$ cat src/rtl/pipe_stall_ctrl_if.sv
// Handshake bundle between the pipeline stages and the stall controller.
interface pipe_stall_ctrl_if #(
   parameter int unsigned CNT_W  = 6,
   parameter int unsigned PERF_W = 16
);
   logic              id_stallreq;
   logic              ex_start;
   logic [CNT_W-1:0]  ex_cycles;
   logic              flush;
   logic              perf_clr;
   logic [5:0]        stall_o;
   logic              busy_o;
   logic              done_o;
   logic [CNT_W-1:0]  count_o;
   logic [PERF_W-1:0] perf_cnt_o;

   // Pipeline side: raises requests, consumes the stall vector.
   modport master (
      output id_stallreq, ex_start, ex_cycles, flush, perf_clr,
      input  stall_o, busy_o, done_o, count_o, perf_cnt_o
   );

   // Controller side.
   modport slave (
      input  id_stallreq, ex_start, ex_cycles, flush, perf_clr,
      output stall_o, busy_o, done_o, count_o, perf_cnt_o
   );
endinterface

$ cat src/rtl/pipe_stall_ctrl.sv
// Pipeline stall controller: merges the ID load-use stall with multi-cycle
// EX operations, produces the per-stage stall vector and counts stall cycles.
module pipe_stall_ctrl #(
   parameter int unsigned CNT_W  = 6,
   parameter int unsigned PERF_W = 16
) (
   input  logic                clk,
   input  logic                rst,
   pipe_stall_ctrl_if.slave    bus
);

   localparam logic [5:0] STALL_NONE = 6'b000000;
   localparam logic [5:0] STALL_EX   = 6'b001111;
   localparam logic [5:0] STALL_ID   = 6'b000111;

   typedef enum logic [1:0] {
      IDLE = 2'd0,
      RUN  = 2'd1,
      DONE = 2'd2
   } state_t;

   state_t            state_q, state_d;
   logic [CNT_W-1:0]  count_q, count_d;
   logic              busy_q;
   logic [PERF_W-1:0] perf_q;
   logic              ex_stall;
   logic              done_c;
   logic [5:0]        stall_c;

   // State, remaining-cycle counter and busy flag registers.
   always_ff @(posedge clk) begin
      if (rst) begin
         state_q <= IDLE;
         count_q <= '0;
         busy_q  <= 1'b0;
      end else begin
         state_q <= state_d;
         count_q <= count_d;
         busy_q  <= (state_d == RUN);
      end
   end

   // Next state, counter update and combinational stall/done decode.
   always_comb begin
      state_d  = state_q;
      count_d  = count_q;
      ex_stall = 1'b0;
      done_c   = 1'b0;
      stall_c  = STALL_NONE;

      case (state_q)
         IDLE: begin
            // A zero-length op is single-cycle and never stalls.
            if (bus.ex_start && (bus.ex_cycles != '0)) begin
               ex_stall = 1'b1;
               count_d  = bus.ex_cycles - CNT_W'(1);
               state_d  = (bus.ex_cycles == CNT_W'(1)) ? DONE : RUN;
            end
         end
         RUN: begin
            ex_stall = 1'b1;
            count_d  = count_q - CNT_W'(1);
            if (count_q == CNT_W'(1)) begin
               state_d = DONE;
            end
         end
         DONE: begin
            // ex_start is still high for the finishing instruction; ignore it.
            done_c  = 1'b1;
            state_d = IDLE;
         end
         default: begin
            state_d = IDLE;
            count_d = '0;
         end
      endcase

      // Flush cancels any in-flight op and suppresses this cycle's stall.
      if (bus.flush) begin
         state_d  = IDLE;
         count_d  = '0;
         ex_stall = 1'b0;
         done_c   = 1'b0;
      end

      if (rst || bus.flush) begin
         stall_c = STALL_NONE;
      end else if (ex_stall) begin
         stall_c = STALL_EX;
      end else if (bus.id_stallreq) begin
         stall_c = STALL_ID;
      end

      if (rst) begin
         done_c = 1'b0;
      end
   end

   // Saturating count of cycles in which the PC is held.
   always_ff @(posedge clk) begin
      if (rst) begin
         perf_q <= '0;
      end else if (bus.perf_clr) begin
         perf_q <= '0;
      end else if (stall_c[0] && (perf_q != '1)) begin
         perf_q <= perf_q + PERF_W'(1);
      end
   end

   assign bus.stall_o    = stall_c;
   assign bus.done_o     = done_c;
   assign bus.busy_o     = busy_q;
   assign bus.count_o    = count_q;
   assign bus.perf_cnt_o = perf_q;

endmodule

$ cat src/flat_wrapper.sv
// flat-port wrapper written by rule: the top's interface ports become plain ports
module pipe_stall_ctrl_flat 
#(
   parameter int unsigned CNT_W  = 6,
   parameter int unsigned PERF_W = 16
)
  (clk, rst, bus_id_stallreq, bus_ex_start, bus_ex_cycles, bus_flush, bus_perf_clr, bus_stall_o, bus_busy_o, bus_done_o, bus_count_o, bus_perf_cnt_o);
  pipe_stall_ctrl_if #(.CNT_W(CNT_W), .PERF_W(PERF_W)) bus_i ();
  input  logic clk;
  input  logic rst;
  input wire logic [$bits(bus_i.id_stallreq)-1:0] bus_id_stallreq;
  input wire logic [$bits(bus_i.ex_start)-1:0] bus_ex_start;
  input wire logic [$bits(bus_i.ex_cycles)-1:0] bus_ex_cycles;
  input wire logic [$bits(bus_i.flush)-1:0] bus_flush;
  input wire logic [$bits(bus_i.perf_clr)-1:0] bus_perf_clr;
  output wire logic [$bits(bus_i.stall_o)-1:0] bus_stall_o;
  output wire logic [$bits(bus_i.busy_o)-1:0] bus_busy_o;
  output wire logic [$bits(bus_i.done_o)-1:0] bus_done_o;
  output wire logic [$bits(bus_i.count_o)-1:0] bus_count_o;
  output wire logic [$bits(bus_i.perf_cnt_o)-1:0] bus_perf_cnt_o;
  assign bus_i.id_stallreq = bus_id_stallreq;
  assign bus_i.ex_start = bus_ex_start;
  assign bus_i.ex_cycles = bus_ex_cycles;
  assign bus_i.flush = bus_flush;
  assign bus_i.perf_clr = bus_perf_clr;
  assign bus_stall_o = bus_i.stall_o;
  assign bus_busy_o = bus_i.busy_o;
  assign bus_done_o = bus_i.done_o;
  assign bus_count_o = bus_i.count_o;
  assign bus_perf_cnt_o = bus_i.perf_cnt_o;
  pipe_stall_ctrl #(.CNT_W(CNT_W), .PERF_W(PERF_W)) u_core (.clk(clk), .rst(rst), .bus(bus_i));
endmodule
$ cat config.mk
export PLATFORM = sky130hd
export DESIGN_NAME = pipe_stall_ctrl_flat
export DESIGN_NICKNAME = d
export VERILOG_FILES = /design/src/rtl/pipe_stall_ctrl_if.sv /design/src/rtl/pipe_stall_ctrl.sv /design/src/flat_wrapper.sv
export SDC_FILE = /design/constraint.sdc
export NUM_CORES = 1
export LEC_CHECK = 0
export CAP_MARGIN = 20
export CORE_AREA = 2 2 54 106
export CTS_CLUSTER_DIAMETER = 120
export DETAILED_ROUTE_END_ITERATION = 7
export DIE_AREA = 0 0 56 108
export GPL_ROUTABILITY_DRIVEN = 0
export PLACE_DENSITY_LB_ADDON = 0.05
export SLEW_MARGIN = 5
export SYNTH_ARGS = -nofsm -noshare
export SYNTH_HDL_FRONTEND = slang
export SYNTH_SLANG_ARGS = --single-unit
export TNS_END_PERCENT = 100
$ cat constraint.sdc
create_clock -name clk -period 2.1 [get_ports clk]
set_input_delay 0.42 -clock clk [delete_from_list [all_inputs] [get_ports clk]]
set_output_delay 0.42 -clock clk [all_outputs]
set_load 0.005 [all_outputs]
==> results of run 1 <==
kinds of logic (layout without fill, tap and decap cells):
kind of cell	after synthesis	after routing	share of synthesized area
buffers and inverters	17	98	0.0552
and+or+nand+nor	81	81	0.289
DFF	25	25	0.329
xor gates and xnor gates	10	10	0.0577
other	1	2	0.00247
muxes	1	1	0.00659
AOI/OAI and AO/OA	45	46	0.210
adders and majority gates	6	6	0.0494
worst max path at each step:
stage	slack [ps]	from	cells past startpoint	endpoint
finish	80	rst	10	u_core.bus.perf_cnt_o[14]
global route	2	rst	11	u_core.bus.perf_cnt_o[13]
CTS	-7	bus_ex_cycles[1]	12	u_core.bus.perf_cnt_o[14]
detailed placement	-670	bus_ex_cycles[0]	10	u_core.bus.perf_cnt_o[12]
global placement	-610	bus_ex_cycles[0]	7	bus_stall_o[0]
floorplan	-30	bus_ex_cycles[1]	7	u_core.bus.perf_cnt_o[12]
where the power goes:
part           internal [W]  switching (W)
Sequential         0.000483      0.0000112
Combinational      0.000118       0.000103
Clock              0.000136       0.000159
through the flow:
step	worst slack [ps]	power (W)	std cells	TNS, ps	instance area (µm²)
4_1_cts	-6.88	0.00103	328	-6.88	2410
3_5_place_dp	-672	0.000705	313	-10640	2220
6_report	82.2	0.00101	327	0	2390
5_1_grt	2.08	0.00107	327	0	2390
3_3_place_gp	-615	0.000703	313	-9620	2220
2_1_floorplan	-27.8	0.000594	187	-83.4	1530
registers in the layout, summed over array words and instances (netlist names):
name	count
u_core.bus.perf_cnt_o	16
u_core.bus.count_o	6
u_core.state_q	2
u_core.bus.busy_o	1
routing by layer:
layer / vias to the layer above / GRT usage
met5: - / 0
met4: 0 / 0.0799
met3: 10 / 0.0167
met2: 56 / 0.371
met1: 816 / 0.160
li1: 848 / -
critical path: stages:
cell and delay (ps):
dlygate4sd2_1 250, or2_4 260, a2111oi_4 180, buf_4 160
buf_6 100, buf_6 90, buf_6 100, o21ai_4 80
or4_4 430, a21oi_2 140
layout by cell type (no fill, tap or decap), types with 3 or more instances in the layout:
cell             netlist  routed
nand2_1               13      13
o21ai_0                6       6
o211ai_1               8       8
buf_6                  0       4
or3_1                  3       3
inv_1                  8       6
dfxtp_1               25      24
buf_4                  5      44
xor2_1                 8       8
clkbuf_8               0       3
dlygate4sd2_1          0       5
or4_1                  7       6
a21oi_1               12      10
nand4_1                4       4
o31ai_1                3       3
clkdlybuf4s50_1        0      24
nor2_1                21      21
nand3_1                8       8
nor3_1                 7       6
clkdlybuf4s15_1        0       4
ha_1                   6       5
final cells by class:
class	instances	area, µm²
Sequential cell	25	502
Multi-Input combinational cell	146	1000
Inverter	8	35.0
Timing Repair Buffer	86	734
Tap cell	58	72.6
Clock buffer	4	45.0
Fill cell	559	2790
timing repair:
action                     CTS  global route
pin swaps                    6             6
buffers inserted            10             0
cloned                       1             0
gates resized for setup     49             7
setup endpoints to repair   17             5
==> run metrics, run 1 <==
Post-Synthesis Cells 186; Final Skew 7.00 ps; Final setup violation count 0; post-synth top area share 0.329; Vias 1730; CP max FO 7; Unique masters post-synth 46; yosys warns 0; # DRC 0; core area 5180 µm²; final hold violations 0; Post-Syn Area 1520 µm²; Layout Nets 288; Synth Register Bits 25; drt via density 5.29; Reg2Reg Depth 9; hold-fix buffers at CTS 0; CTS tree yes; DR top layer met4; Pwr per Cell Area 422 nW/µm²; worst hold slack 520 ps; reg2reg setup slack 130 ps; first-pass GRT wire length 8.36 mm; Post-synth top cells 25 x dfxtp_1, 21 x nor2_1, 13 x nand2_1; detailed-route wire length 5.14 mm; GRT Total Usage 0.176; reg2reg end u_core.bus.perf_cnt_o[14]; RSZ-0062 raised after global routing no; number of global-route vias before repair 1808; number of synthesized flops with an enable pin 0; Antenna Nets Post-Route 0; share of layout cells above drive strength 1 0.268; deepest level of the CTS H-tree 1; drt wl/cell 15.7 µm; Final Max Tran Viols 0; crit share post-route 0.961; status finished clean; Synth area leaders dfxtp_1 33%, nor2_1 5.2%, ha_1 4.9%; drt initial violations 44; area leader, netlist dfxtp_1; Num CTS Buffers 3; WL met1 1.70 mm; Hold Path End u_core.bus.perf_cnt_o[14]; Syn Area/Cell 8.17 µm²; ys async rst share 0; minimum clock period after layout 2020 ps; Worst Hold Class register to register; worst setup path class primary input to register; ys flop type dfxtp_1; post-DP HPWL 4.00 mm; Vert. Die Dim 108 µm; diodes inserted 0; R2R Path Start u_core.state_q[0]; CTS sink cnt 25; CP required 2320 ps; worst skew pair latency 270 ps; Clock Tree Buf Depth 2; max_cap viols 0; die area 6050 µm²; drt first pass iters 4; port bufs 39; P_leak 0.933 nW; post-synthesis sequential area ratio 0.329; Max VDD drop 0.319 mV; hold path depth 2; I/O pin total 42; arrival time at the worst endpoint 2230 ps; CP Capture Type register; top-count cell post-synth dfxtp_1; Initial Util 0.293; hold path startpoint u_core.bus.perf_cnt_o[14]; pin count of the biggest net entering global routing 14; clk root buf clkbuf_8; Final Util 0.462; num rows 37; Worst setup SP type primary input; metal3 WL 161 µm; achievable frequency 496 MHz; die width 56 µm; Remaining Overflow, GRT 0; met2 wire len 3.13 mm; clock transition at the registers of the reported paths 90 ps; P&R area growth vs syn 57.6%; antenna violations before repair 0
No activity file was read; power rests on OpenSTA's default activity.
==> run 2: changes to the inputs <==
Settings changed: CORE_AREA 2 2 54 106 to 4 4 56 108, DIE_AREA 0 0 56 108 to 0 0 60 112.
==> run 2 against run 1 <==
Combinational power is 2% lower. Clock skew shrank 4.4 ps. Count of clock-buffer cells in the layout is the same. Final area shrank 1.7%. Global-route usage decreased by 0.91 points. Setup slack got worse by 8.4 ps. Cell count shrank 0.61%. Utilization is 0.80 points lower. Clock power grew 2%. Maximum frequency fell by 0.42%. Via count decreased by 2.0%.
==> run metrics, run 2 (synthesis results as in run 1) <==
deepest level of the CTS H-tree 1; die width 60 µm; antenna violations before repair 0; clk root buf clkbuf_8; arrival time at the worst endpoint 2250 ps; diodes inserted 0; most frequent cells in the layout 42 x buf_4, 24 x clkdlybuf4s50_1, 24 x dfxtp_1; drt first pass iters 4; max_cap viols 0; reg2reg setup slack 140 ps; most common cell after layout, fill and taps aside buf_4; Final setup violation count 0; Final Skew 2.65 ps; P&R area growth vs syn 54.9%; Vias 1696; core area 5180 µm²; Remaining Overflow, GRT 0; CTS tree yes; Antenna Nets Post-Route 0; P_leak 0.920 nW; Flop pwr share 0.488; achievable frequency 494 MHz; drt initial violations 61; CP Capture Type register; CP required 2320 ps; hold path startpoint u_core.bus.perf_cnt_o[14]; sw frac 0.276; drt via density 5.22; final non-filler cell total 325; Layout Nets 286; Clk pwr share 0.298; # DRC 0; share of layout cells above drive strength 1 0.277; post-DP HPWL 4.03 mm; clock transition at the registers of the reported paths 90 ps; CTS sink cnt 25; reg2reg end u_core.bus.perf_cnt_o[8]; Vert. Die Dim 112 µm; Num CTS Buffers 3; detailed-route wire length 5.22 mm; I/O pin total 42; internal power 0.000733 W; Final Max Tran Viols 0; Final Power 0.00101 W; Pwr per Cell Area 431 nW/µm²; GRT Total Usage 0.167; die area 6720 µm²; dpl cells 314; drt wl/cell 16.0 µm; Worst Hold Class register to register; Largest register FFs 16; worst skew pair latency 270 ps; hold path depth 2; Clock Tree Buf Depth 2; Initial Util 0.293; Comb power frac 0.214; worst hold slack 516 ps; Max VDD drop 0.341 mV; pin count of the biggest net entering global routing 14; minimum clock period after layout 2030 ps; num rows 37; RSZ-0062 raised after global routing no; final hold violations 0; CP max FO 5; Switching Power 0.000280 W; worst setup path class primary input to register; number of global-route vias before repair 1833; Post-Route Setup TNS 0 ps; Reg2Reg Depth 9; port bufs 39; R2R Path Start u_core.state_q[0]; Worst setup SP type primary input; status finished clean; first-pass GRT wire length 8.67 mm; crit share post-route 0.965; Hold Path End u_core.bus.perf_cnt_o[14]
-- run 2: changes by cell type in the layout (fill, tap and decap cells not counted), moves of 2 or more --
| cell | before | now |
|---|---|---|
| buf_2 | 2 | 4 |
| buf_4 | 44 | 42 |
| clkdlybuf4s15_1 | 4 | 0 |
| dlygate4sd2_1 | 5 | 7 |
| inv_2 | 0 | 2 |
| inv_4 | 2 | 0 |
-- run 2: per-layer routing --
layer,global-route usage,part of all wire,up-vias
li1,-,-,845
met1,0.175,0.37,806
met2,0.314,0.58,37
met3,0.0186,0.026,8
met4,0.0695,0.024,0
met5,0,0,-
-- run 2: layout make-up --
| class | count | area, µm² |
|---|---|---|
| inverter | 8 | 30.0 |
| multi-input combinational | 146 | 1010 |
| tap | 58 | 72.6 |
| fill | 540 | 2830 |
| timing repair buffer | 84 | 697 |
| clock buffer | 4 | 45.0 |
| sequential | 25 | 502 |
-- run 2: worst max path at each step --
| stage | startpoint | endpoint | slack, ps | cells past startpoint |
|---|---|---|---|---|
| 5_1_grt | bus_ex_cycles[1] | u_core.bus.perf_cnt_o[8] | 10 | 12 |
| 2_1_floorplan | bus_ex_cycles[1] | u_core.bus.perf_cnt_o[12] | -30 | 7 |
| 6_report | bus_ex_cycles[1] | u_core.bus.perf_cnt_o[8] | 70 | 12 |
| 3_3_place_gp | bus_ex_cycles[0] | bus_stall_o[2] | -600 | 7 |
| 4_1_cts | bus_ex_cycles[1] | u_core.bus.perf_cnt_o[10] | 10 | 11 |
| 3_5_place_dp | bus_ex_cycles[1] | u_core.bus.perf_cnt_o[10] | -650 | 10 |
-- run 2: worst max-delay path, stage by stage --
cell	delay [ps]
buf_2	100
inv_2	50
ha_4	150
nor3b_4	150
a2111oi_4	290
buf_4	180
buf_6	100
buf_6	110
o21ai_4	70
buf_4	140
or4_1	410
nand2_1	80
-- run 2: what timing repair did --
action,4_1_cts,5_1_grt
hold buffers,0,0
hold endpoints to repair,0,0
setup buffers,6,0
resized for setup,47,7
cloned,1,0
pin swaps,6,3
setup endpoints to repair,18,6
-- run 2: per-stage QoR --
stage	cell area, µm²	utilization	worst slack [ps]
after floorplan	1530	-	-27.8
after global placement	2230	0.430	-595
after detailed placement	2230	0.430	-652
after CTS	2360	0.455	11.6
after global routing	2350	0.454	10.0
final	2350	0.454	73.8
-- run 2: power by group through the flow --
| stage | logic [W] | registers (W) | clock network (W) |
|---|---|---|---|
| 2_1_floorplan | 0.0000917 | 0.000503 | 0 |
| 3_3_place_gp | 0.000205 | 0.000504 | 0 |
| 3_5_place_dp | 0.000208 | 0.000505 | 0 |
| 4_1_cts | 0.000219 | 0.000494 | 0.000317 |
| 5_1_grt | 0.000241 | 0.000496 | 0.000327 |
| 6_report | 0.000217 | 0.000494 | 0.000302 |
